File: config.mk
export PLATFORM = sky130hd
export DESIGN_NAME = serial_adder_flat
export DESIGN_NICKNAME = d
export VERILOG_FILES = /design/src/rtl/serial_adder_if.sv /design/src/rtl/serial_adder.sv /design/src/flat_wrapper.sv
export SDC_FILE = /design/constraint.sdc
export NUM_CORES = 1
export LEC_CHECK = 0
export CORE_MARGIN = 8
export CORE_UTILIZATION = 50
export CTS_CLUSTER_SIZE = 8
export DETAILED_ROUTE_END_ITERATION = 16
export DONT_BUFFER_PORTS = 1
export MAX_ROUTING_LAYER = met4
export PLACE_DENSITY = 0.7
export SLEW_MARGIN = 20
export SYNTH_ARGS = -nofsm -noshare
export SYNTH_HDL_FRONTEND = slang
export SYNTH_SLANG_ARGS = --single-unit
File: constraint.sdc
create_clock -name clk -period 1.39 [get_ports clk]
set_input_delay 0.0695 -clock clk [delete_from_list [all_inputs] [get_ports clk]]
set_output_delay 0.0695 -clock clk [all_outputs]
set_load 0.02 [all_outputs]
File: src/rtl/serial_adder_if.sv
// rtl/serial_adder_if.sv - operand/result bundle for the bit-serial add/subtract unit
interface serial_adder_if #(
    parameter int WIDTH = 8
);
    logic             start;
    logic             sub;
    logic [WIDTH-1:0] a;
    logic [WIDTH-1:0] b;
    logic             cin;
    logic             busy;
    logic             done;
    logic [WIDTH-1:0] sum;
    logic             cout;
    logic             ovf;

    modport master (
        output start, sub, a, b, cin,
        input  busy, done, sum, cout, ovf
    );

    modport slave (
        input  start, sub, a, b, cin,
        output busy, done, sum, cout, ovf
    );
endinterface

File: src/rtl/serial_adder.sv
// rtl/serial_adder.sv - bit-serial add/subtract, one full-adder cell plus carry flop, LSB first
module serial_adder #(
    parameter int WIDTH = 8
) (
    input  logic           clk,
    input  logic           rst_n,
    serial_adder_if.slave  bus
);
    localparam int CW = (WIDTH > 2) ? $clog2(WIDTH) : 1;
    localparam logic [CW-1:0] LAST = CW'(WIDTH - 1);

    typedef enum logic [1:0] {
        S_IDLE,
        S_SHIFT,
        S_DONE
    } state_t;

    state_t           r_state;
    state_t           w_next;
    logic [WIDTH-1:0] r_a_sh;
    logic [WIDTH-1:0] r_b_sh;
    logic [WIDTH-1:0] r_sum_sh;
    logic             r_carry;
    logic [CW-1:0]    r_cnt;
    logic [WIDTH-1:0] r_sum;
    logic             r_cout;
    logic             r_ovf;

    logic w_load;
    logic w_last;
    logic w_s;
    logic w_c;

    assign w_load = (r_state == S_IDLE) && bus.start;
    assign w_last = (r_state == S_SHIFT) && (r_cnt == LAST);
    assign w_s    = r_a_sh[0] ^ r_b_sh[0] ^ r_carry;
    assign w_c    = (r_a_sh[0] & r_b_sh[0]) | (r_a_sh[0] & r_carry) | (r_b_sh[0] & r_carry);

    always_ff @(posedge clk or negedge rst_n) begin
        if (!rst_n) begin
            r_state <= S_IDLE;
        end else begin
            r_state <= w_next;
        end
    end

    always_comb begin
        w_next = r_state;
        case (r_state)
            S_IDLE:  if (bus.start) w_next = S_SHIFT;
            S_SHIFT: if (r_cnt == LAST) w_next = S_DONE;
            S_DONE:  w_next = S_IDLE;
            default: w_next = S_IDLE;
        endcase
    end

    // Subtraction is a + ~b + 1 - borrow, so the inverted operand and carry are set up at load.
    always_ff @(posedge clk or negedge rst_n) begin
        if (!rst_n) begin
            r_a_sh   <= '0;
            r_b_sh   <= '0;
            r_sum_sh <= '0;
            r_carry  <= 1'b0;
            r_cnt    <= '0;
            r_sum    <= '0;
            r_cout   <= 1'b0;
            r_ovf    <= 1'b0;
        end else if (w_load) begin
            r_a_sh  <= bus.a;
            r_b_sh  <= bus.sub ? ~bus.b : bus.b;
            r_carry <= bus.cin ^ bus.sub;
            r_cnt   <= '0;
        end else if (r_state == S_SHIFT) begin
            r_sum_sh <= {w_s, r_sum_sh[WIDTH-1:1]};
            r_a_sh   <= r_a_sh >> 1;
            r_b_sh   <= r_b_sh >> 1;
            r_carry  <= w_c;
            r_cnt    <= r_cnt + CW'(1);
            // On the MSB, r_carry is the carry into the sign bit; overflow is it XOR carry-out.
            if (w_last) begin
                r_sum  <= {w_s, r_sum_sh[WIDTH-1:1]};
                r_cout <= w_c;
                r_ovf  <= w_c ^ r_carry;
            end
        end
    end

    assign bus.busy = (r_state == S_SHIFT);
    assign bus.done = (r_state == S_DONE);
    assign bus.sum  = r_sum;
    assign bus.cout = r_cout;
    assign bus.ovf  = r_ovf;
endmodule

File: src/flat_wrapper.sv
// flat-port wrapper written by rule: the top's interface ports become plain ports
module serial_adder_flat 
#(
    parameter int WIDTH = 8
)
  (clk, rst_n, bus_start, bus_sub, bus_a, bus_b, bus_cin, bus_busy, bus_done, bus_sum, bus_cout, bus_ovf);
  serial_adder_if #(.WIDTH(WIDTH)) bus_i ();
  input  logic clk;
  input  logic rst_n;
  input wire logic [$bits(bus_i.start)-1:0] bus_start;
  input wire logic [$bits(bus_i.sub)-1:0] bus_sub;
  input wire logic [$bits(bus_i.a)-1:0] bus_a;
  input wire logic [$bits(bus_i.b)-1:0] bus_b;
  input wire logic [$bits(bus_i.cin)-1:0] bus_cin;
  output wire logic [$bits(bus_i.busy)-1:0] bus_busy;
  output wire logic [$bits(bus_i.done)-1:0] bus_done;
  output wire logic [$bits(bus_i.sum)-1:0] bus_sum;
  output wire logic [$bits(bus_i.cout)-1:0] bus_cout;
  output wire logic [$bits(bus_i.ovf)-1:0] bus_ovf;
  assign bus_i.start = bus_start;
  assign bus_i.sub = bus_sub;
  assign bus_i.a = bus_a;
  assign bus_i.b = bus_b;
  assign bus_i.cin = bus_cin;
  assign bus_busy = bus_i.busy;
  assign bus_done = bus_i.done;
  assign bus_sum = bus_i.sum;
  assign bus_cout = bus_i.cout;
  assign bus_ovf = bus_i.ovf;
  serial_adder #(.WIDTH(WIDTH)) u_core (.clk(clk), .rst_n(rst_n), .bus(bus_i));
endmodule
Yosys cells after proc, flatten, opt, wreduce, memory -nomap -nowiden
Cells that the tools add are included.
Widths: inputs -> output; s select.
{ "classes": {"addsub": 1, "mul": 0, "div": 0, "n_lt_le_gt_ge": 0, "eq_ne": 5, "n_shift": 0, "n_mux": 12, "n_bitwise": 11, "reduce_logical": 7} }
{ "ops": {"columns": ["op", "n"], "rows": [
  ["$mux 8", 5],
  ["$not 8->8", 1],
  ["$mux 3", 2],
  ["$mux 2", 2],
  ["$pmux 2 s2", 1],
  ["$reduce_and 2->1", 2],
  ["$xor 1x1->1", 4],
  ["$add 3x1->3 const B", 1],
  ["$and 1x1->1", 3],
  ["$eq 3x3->1 const B", 1],
  ["$reduce_and 3->1", 1],
  ["$eq 2x1->1 const B", 1],
  ["$eq 2x2->1 const B", 1],
  ["$logic_and 1x1->1", 2],
  ["$logic_not 2->1", 1],
  ["$mux 1", 2],
  ["$ne 2x1->1 const B", 1],
  ["$ne 2x2->1 const B", 1],
  ["$or 1x1->1", 2],
  ["$reduce_bool 2->1", 1],
  ["$not 1->1", 1]
]} }
{ "word_totals": {"ff_bits": 40, "latch_bits": 0, "mem_bits_rw": 0, "romBits": 0, "out_inout_bits": 12, "word_cells": 45, "mem_count": 0} }

Longest topological paths before layout
Gate-level depths: netlist of the first run.
{ "depth": {"depth_word": 5, "depth_mapped": 6, "depth_no_buf": 5} }

Worst setup path after synthesis of the first run
OpenSTA, ideal clock, no wires.
{ "synth_path": {"path_type": "reg2reg", "start": "register u_core.r_cnt[0]", "end": "register u_core.r_cout (netlist: u_core.bus.cout)", "setup_time_ns": 0.125, "arrival_ns": 1.404, "path_slack_ns": -0.139, "stages_incl_launch_ff": 6, "n_path_buf": 1, "path_cell_list": "dfrtp_1 > ha_1 > ha_1 > nand3b_1 > buf_2 > mux2_2"} }
{ "synth_between": {"elab_chain_cells": 3} }
{ "synth_rtl": {"columns": ["element", "line_no", "text"], "rows": [
  ["start, declared", "serial_adder.sv:24", "logic [CW-1:0] r_cnt;"],
  ["start signal, assigned", "serial_adder.sv:78", "r_cnt <= r_cnt + CW'(1);"],
  ["$eq 3x3->1", "serial_adder.sv:35", "assign w_last = (r_state == S_SHIFT) && (r_cnt == LAST);"],
  ["$logic_and 1x1->1", "serial_adder.sv:35", null],
  ["$reduce_and 3->1 (no line)", null, null],
  ["end signal, assigned", "serial_adder.sv:82", "r_cout <= w_c;"],
  ["end, declared", "serial_adder.sv:26", "logic r_cout;"]
]} }
No other way between the ends.
A chain may end at the register's enable or synchronous reset.

Worst setup path after layout of the first run
{ "layout_path": {"start": "register u_core.r_cnt[0]", "end": "register u_core.r_sum[3] (netlist: u_core.bus.sum[3])"} }
{ "layout_between": {"elab_chain_cells": 3} }
{ "layout_rtl": {"columns": ["element", "line_no", "text"], "rows": [
  ["$eq 3x3->1", "serial_adder.sv:35", null],
  ["$logic_and 1x1->1", "serial_adder.sv:35", null],
  ["$reduce_and 3->1 (no line)", null, null],
  ["end signal, assigned", "serial_adder.sv:81", "r_sum <= {w_s, r_sum_sh[WIDTH-1:1]};"],
  ["end, declared", "serial_adder.sv:25", "logic [WIDTH-1:0] r_sum;"]
]} }
No other way between the ends.

==> metrics.csv, run 1 <==
stage;metric;value;unit
routing;antenna_left;0;
global_routing;grt_pass1_vias;1331;
routing;num_vias;1260;
finish;finalNonFillerCells;239;
global_routing;antenna_found_initial;0;
outcome;violations;setup timing;
yosys;synth_fp_nets;183;
floorplanning;rows;21;
setup_path;reg2reg_depth;5;
setup_path;reg2reg_slack;-60;ps
finish;layout.nets;216;
yosys;synth_async_sr_flop_share;1.00;
power;peakVddDrop;0.000863;V
timing;period_minus_slack;1450;ps
hold_path;hold_path_depth;3;
yosys;synth.top_cell.area_share;0.576;
timing;worst_pin_slew;419;ps
yosys;synth_edf_count;0;
yosys;yosysTopAreaCell;dfrtp_1;
yosys;synth-simple-area-share;0.153;
timing;fin_ws;-57.9;ps
routing;first_iter_violations;77;
yosys;ys_seq_elements;39;
yosys;seq_area_frac_synth;0.576;
clock_network;clock_tree.buffer_depth;2;
floorplanning;dieWidth;74.2;microns
clock_network;insertion_delay;350;ps
yosys;synth_top_family_by_area;simple AND/OR/NAND/NOR gates;
timing;relSlewSlack;0.721;
clock_network;cts_made_buffers;5;
global_routing;grt_pass1_wl;6230;microns
clock_network;cts-root-buf;clkbuf_4;
yosys;yosysWarningCount;0;
yosys;yosys-mux-area-fraction;0.0598;
finish;design_area;2200;sq um
global_routing;grt_overflow_total;0;
timing;post-route-period-util;1.04;
setup_path;path_cells;ha_2 > ha_4 > nand3b_1 > buf_6 > mux2_4;
yosys;synth.area.top_cells;dfrtp_1, nand2_1, mux2_2;
finish;layout-area-overhead-vs-synth;30.1;%
clock_network;cts_tree;done;
global_routing;grtUsageTotal;0.154;
place;placed_area;1790;sq um
yosys;synthTopCellsByCount;nand2_1, dfrtp_1, nor2_1;
routing;wire_per_inst;14.9;microns
power;p_leak;1.05;nW
setup_path;crit_path_end_kind;flip-flop;
setup_path;worst-path-max-fanout;5;
power;power_density;2110;nW/um^2
yosys;synth_compound_area_frac;0.0923;
clock_network;cts_max_level;2;
yosys;synthAdderAreaFrac;0.0266;
place;dpl.cell_count;202;
yosys;synth.distinct_cells;23;
yosys;synthCells;159;
floorplanning;dieArea;5510;sq um
place;place_hpwl;2260;microns
setup_path;worst_ep_required_time;1630;ps
global_routing;grt_start_max_net_pins;40;
routing;viasPerCell;5.27;
clock_network;path_clk_slew;120;ps
routing;routed_wl;3570;microns
yosys;synth-main-ff-cell;dfrtp_1;
hold_path;hold_path_class;input port to flip-flop;
yosys;synth.most_common_cell;nand2_1;
timing;slew_violations;0;
yosys;synth_area;1690;sq um
setup_path;crit_type;flip-flop to flip-flop;
setup_path;crit_slowest_cell;dfrtp_1;
setup_path;slowest_delay;400;ps
yosys;postSynthAreaPerCell;10.7;sq um
timing;max_freq;691;MHz
setup_path;start_kind;flip-flop;
clock_network;cts.sinks;39;
place;portBuffers;0;
place;gp_congestion;0.792;
finish;drive_above_1_share;0.166;
floorplanning;ios;33;
timing;hold_viol;0;
yosys;synth_xor_area_frac;0.0517;
routing;drc_errors;0;
timing;setup_viol;10;
outcome;status;complete, but fails checks;
timing;finalClockSkew;10.9;ps
floorplanning;coreArea;3280;sq um
floorplanning;die_h;74.2;microns
finish;antenna_cells;0;
flow_run;maxCapViolCount;0;
routing;first_pass_iters;4;
floorplanning;start_util;0.516;
setup_path;cp.arrival;1690;ps
timing;grt_setup_unrepaired;true;
## report_power, final
group / total [W] / switching [W] / leakage (nW) / internal [W]
Sequential: 0.00216 / 0.000522 / 0.490 / 0.00164
Clock: 0.000792 / 0.000367 / 0.0482 / 0.000425
Combinational: 0.00169 / 0.000834 / 0.514 / 0.000856
Total: 0.00464 / 0.00172 / 1.05 / 0.00292
## layer usage
layer | GRT usage | vias up | part of all wire
li1 | - | 600 | -
met1 | 0.181 | 628 | 0.43
met2 | 0.234 | 27 | 0.50
met3 | 0.0539 | 5 | 0.057
met4 | 0.0652 | 0 | 0.018
met5 | - | - | 0
## flip-flops by register name, summed over array words and instances (netlist names)
register	cells
u_core.bus.cout	1
u_core.bus.ovf	1
u_core.bus.sum	8
u_core.r_a_sh	8
u_core.r_b_sh	8
u_core.r_carry	1
u_core.r_cnt	3
u_core.r_state	2
u_core.r_sum_sh	7
## worst max-delay path: cells and delay by family, from the launching register on
kind | cells | cell delay (ps)
buffers and inverters | 1 | 150
muxes | 1 | 300
DFF | 1 | 400
adders and majority gates | 2 | 350
and+or+nand+nor | 1 | 120
## through the flow
step	worst slack, ps	power, W	setup TNS (ps)	hold WS (ps)	utilization
detailed placement	-68.6	0.00364	-270	-225	0.544
global route	-131	0.00499	-1450	18.4	0.671
finish	-57.9	0.00464	-445	30.5	0.671
global placement	-15.0	0.00354	-29.9	-225	0.544
floorplan	-24.8	0.00326	-174	-226	-
CTS	-59.7	0.00464	-465	10.0	0.669
## path summary, 6_finish.rpt
check                                   start                  to
setup / recovery              u_core.r_cnt[0]   u_core.bus.sum[3]
hold / removal                        bus_sub    u_core.r_b_sh[6]
setup reg to reg              u_core.r_cnt[0]   u_core.bus.sum[3]
hold reg to reg            u_core.r_sum_sh[1]  u_core.r_sum_sh[1]
max in group asynchronous               rst_n   u_core.r_state[0]
min in group asynchronous               rst_n  u_core.r_sum_sh[6]
## logic make-up after synthesis
kind of cell / after synthesis
AND/OR/NAND/NOR: 64
buffers and inverters: 13
multiplexers: 9
adder cells (fa/ha/maj): 3
AO/OA/AOI/OAI: 21
flip-flops: 39
XOR/XNOR: 10
## area by class of cell
type                       instances  area, sq um
sequential                        39          977
fill                             237         1080
clock inverter                     2         35.0
timing repair buffer              35          360
clock buffer                       6         51.3
inverter                           4         17.5
tap                               46         57.6
multi-input combinational        107          704
## layout by cell type, fill, tap and decap left out
cell and count:
buf_12 2, nor2_1 15, mux2_4 9, nor2b_1 1, buf_4 5, clkbuf_4 5, dlygate4sd3_1 26, inv_4 1
fa_2 1, ha_4 1, clkbuf_8 1, o21ai_0 3, xor2_1 1, dfrtp_1 38, or3b_1 1, dfrtp_2 1
buf_6 2, o21ai_1 2, ha_2 1, a31oi_1 7, nand3_1 4, nand2b_1 1, nand3b_1 1, bufinv_16 1
a221o_1 8, xnor2_1 9, o21bai_2 1, nand2_1 41, clkinv_2 1, inv_1 3
## repair_timing
item,in CTS,in global routing
hold buffers,27,0
endpoints found under the hold margin,56,0
pin swaps,1,0
setup buffers,2,0
endpoints found under the setup margin,10,26
resized for setup,6,3
Power figures use the tool's default switching activity.
==> run 2, diff against run 1 <==
--- a/config.mk
+++ b/config.mk
@@ -12,7 +12,9 @@
 export DONT_BUFFER_PORTS = 1
 export MAX_ROUTING_LAYER = met4
 export PLACE_DENSITY = 0.7
+export SKIP_CTS_REPAIR_TIMING = 1
 export SLEW_MARGIN = 20
 export SYNTH_ARGS = -nofsm -noshare
 export SYNTH_HDL_FRONTEND = slang
 export SYNTH_SLANG_ARGS = --single-unit
+export TNS_END_PERCENT = 50
==> metrics.csv, run 2 (synthesized netlist as in run 1, its figures left out) <==
stage;metric;value;unit
setup_path;reg2reg_to;u_core.bus.sum[7];
setup_path;crit_slowest_cell;dfrtp_1;
clock_network;cts-root-buf;clkbuf_4;
setup_path;slowest_delay;400;ps
power;peakVddDrop;0.000865;V
setup_path;reg2reg_depth;5;
setup_path;start_kind;flip-flop;
global_routing;grt_overflow_total;0;
finish;final_cell_mix;nand2_1, dfrtp_1, dlygate4sd3_1, nor2_1;
floorplanning;coreArea;3280;sq um
global_routing;grt_pass1_vias;1140;
setup_path;worst_ep_required_time;1630;ps
timing;period_minus_slack;1440;ps
power;power_density;2120;nW/um^2
timing;relSlewSlack;0.540;
setup_path;reg2reg_slack;-50;ps
timing;setup_viol;11;
setup_path;path_cells;ha_2 > ha_4 > nand3b_1 > buf_6 > mux2_4;
finish;finalNonFillerCells;238;
floorplanning;rows;21;
timing;finalSetupTns;-444;ps
hold_path;hold_path_class;input port to flip-flop;
routing;wire_per_inst;14.8;microns
clock_network;clock_tree.buffer_depth;2;
power;p_leak;1.05;nW
timing;grt_setup_unrepaired;true;
setup_path;cp.arrival;1690;ps
floorplanning;start_util;0.516;
finish;drive_above_1_share;0.156;
finish;final_util;0.669;
floorplanning;dieArea;5510;sq um
timing;finalClockSkew;9.10;ps
routing;first_pass_iters;4;
clock_network;insertion_delay;350;ps
routing;first_iter_violations;81;
finish;final_common_cell;nand2_1;
outcome;status;complete, but fails checks;
setup_path;startpoint;u_core.r_cnt[0];
timing;worst_pin_slew;688;ps
routing;num_vias;1260;
routing;viasPerCell;5.29;
flow_run;maxCapViolCount;0;
global_routing;grt_pass1_wl;5420;microns
timing;slew_violations;0;
setup_path;crit_end;u_core.bus.sum[7];
clock_network;path_clk_slew;120;ps
floorplanning;die_h;74.2;microns
global_routing;antenna_found_initial;0;
clock_network;cts_max_level;2;
floorplanning;dieWidth;74.2;microns
setup_path;worst-path-max-fanout;6;
timing;hold_ws;-12.9;ps
routing;antenna_left;0;
setup_path;crit_type;flip-flop to flip-flop;
setup_path;timing.rr.start;u_core.r_cnt[0];
clock_network;cts_tree;done;
routing;routed_wl;3530;microns
outcome;violations;hold timing, setup timing;
routing;drc_errors;0;
global_routing;grt_start_max_net_pins;40;
timing;max_freq;694;MHz
place;dpl.cell_count;202;
place;gp_congestion;0.792;
timing;fin_ws;-51.6;ps
clock_network;cts.sinks;39;
finish;antenna_cells;0;
floorplanning;ios;33;
timing;hold_viol;1;
place;portBuffers;0;
setup_path;crit_path_end_kind;flip-flop;
place;place_hpwl;2260;microns
finish;layout.nets;215;
global_routing;grtUsageTotal;0.134;
clock_network;cts_made_buffers;5;
finish;layout-area-overhead-vs-synth;29.7;%
power;power;0.00465;W
timing;post-route-period-util;1.04;
run 2: per-stage QoR:
stage / worst slack, ps / instance area, sq um
after detailed placement: -68.6 / 1790
after global placement: -15.0 / 1790
after CTS: -157 / 1870
after global routing: -115 / 2200
final: -51.6 / 2200
after floorplan: -24.8 / 1730
run 2: area by class of cell:
type,instances,area [sq um]
inverters,4,20.0
repair buffers,34,359
multi-input cells,107,698
clock buffers,6,51.3
flip-flops and latches,39,976
well taps,46,57.6
clock inverters,2,35.0
fillers,234,1090
run 2: how the worst min path moves through the flow:
| stage | slack [ps] | from | cells after the start | to |
|---|---|---|---|---|
| finish | -10 | bus_b[1] | 3 | u_core.r_b_sh[1] |
| global route | 5 | bus_b[1] | 3 | u_core.r_b_sh[1] |
| CTS | -620 | rst_n | 0 | u_core.r_b_sh[4] |
| detailed placement | -220 | rst_n | 0 | u_core.bus.sum[5] |
| global placement | -220 | rst_n | 0 | u_core.bus.ovf |
| floorplan | -230 | rst_n | 0 | u_core.bus.cout |
run 2: worst max-delay path: cells and delay by family (launching register included):
| family | cells | cell delay [ps] |
|---|---|---|
| and+or+nand+nor | 1 | 120 |
| DFF | 1 | 400 |
| adders and majority gates | 2 | 350 |
| buffers and inverters | 1 | 150 |
| muxes | 1 | 300 |
run 2: report_power, final:
part / total, W / internal [W] / switching (W)
sequential: 0.00215 / 0.00164 / 0.000515
clock: 0.000794 / 0.000425 / 0.000369
combinational: 0.00170 / 0.000861 / 0.000841
run 2: layer usage:
metal	up-vias	part of all wire	track usage
met1	627	0.42	0.167
li1	598	-	-
met2	30	0.50	0.187
met4	0	0.018	0.0587
met3	5	0.056	0.0526
met5	-	0	-
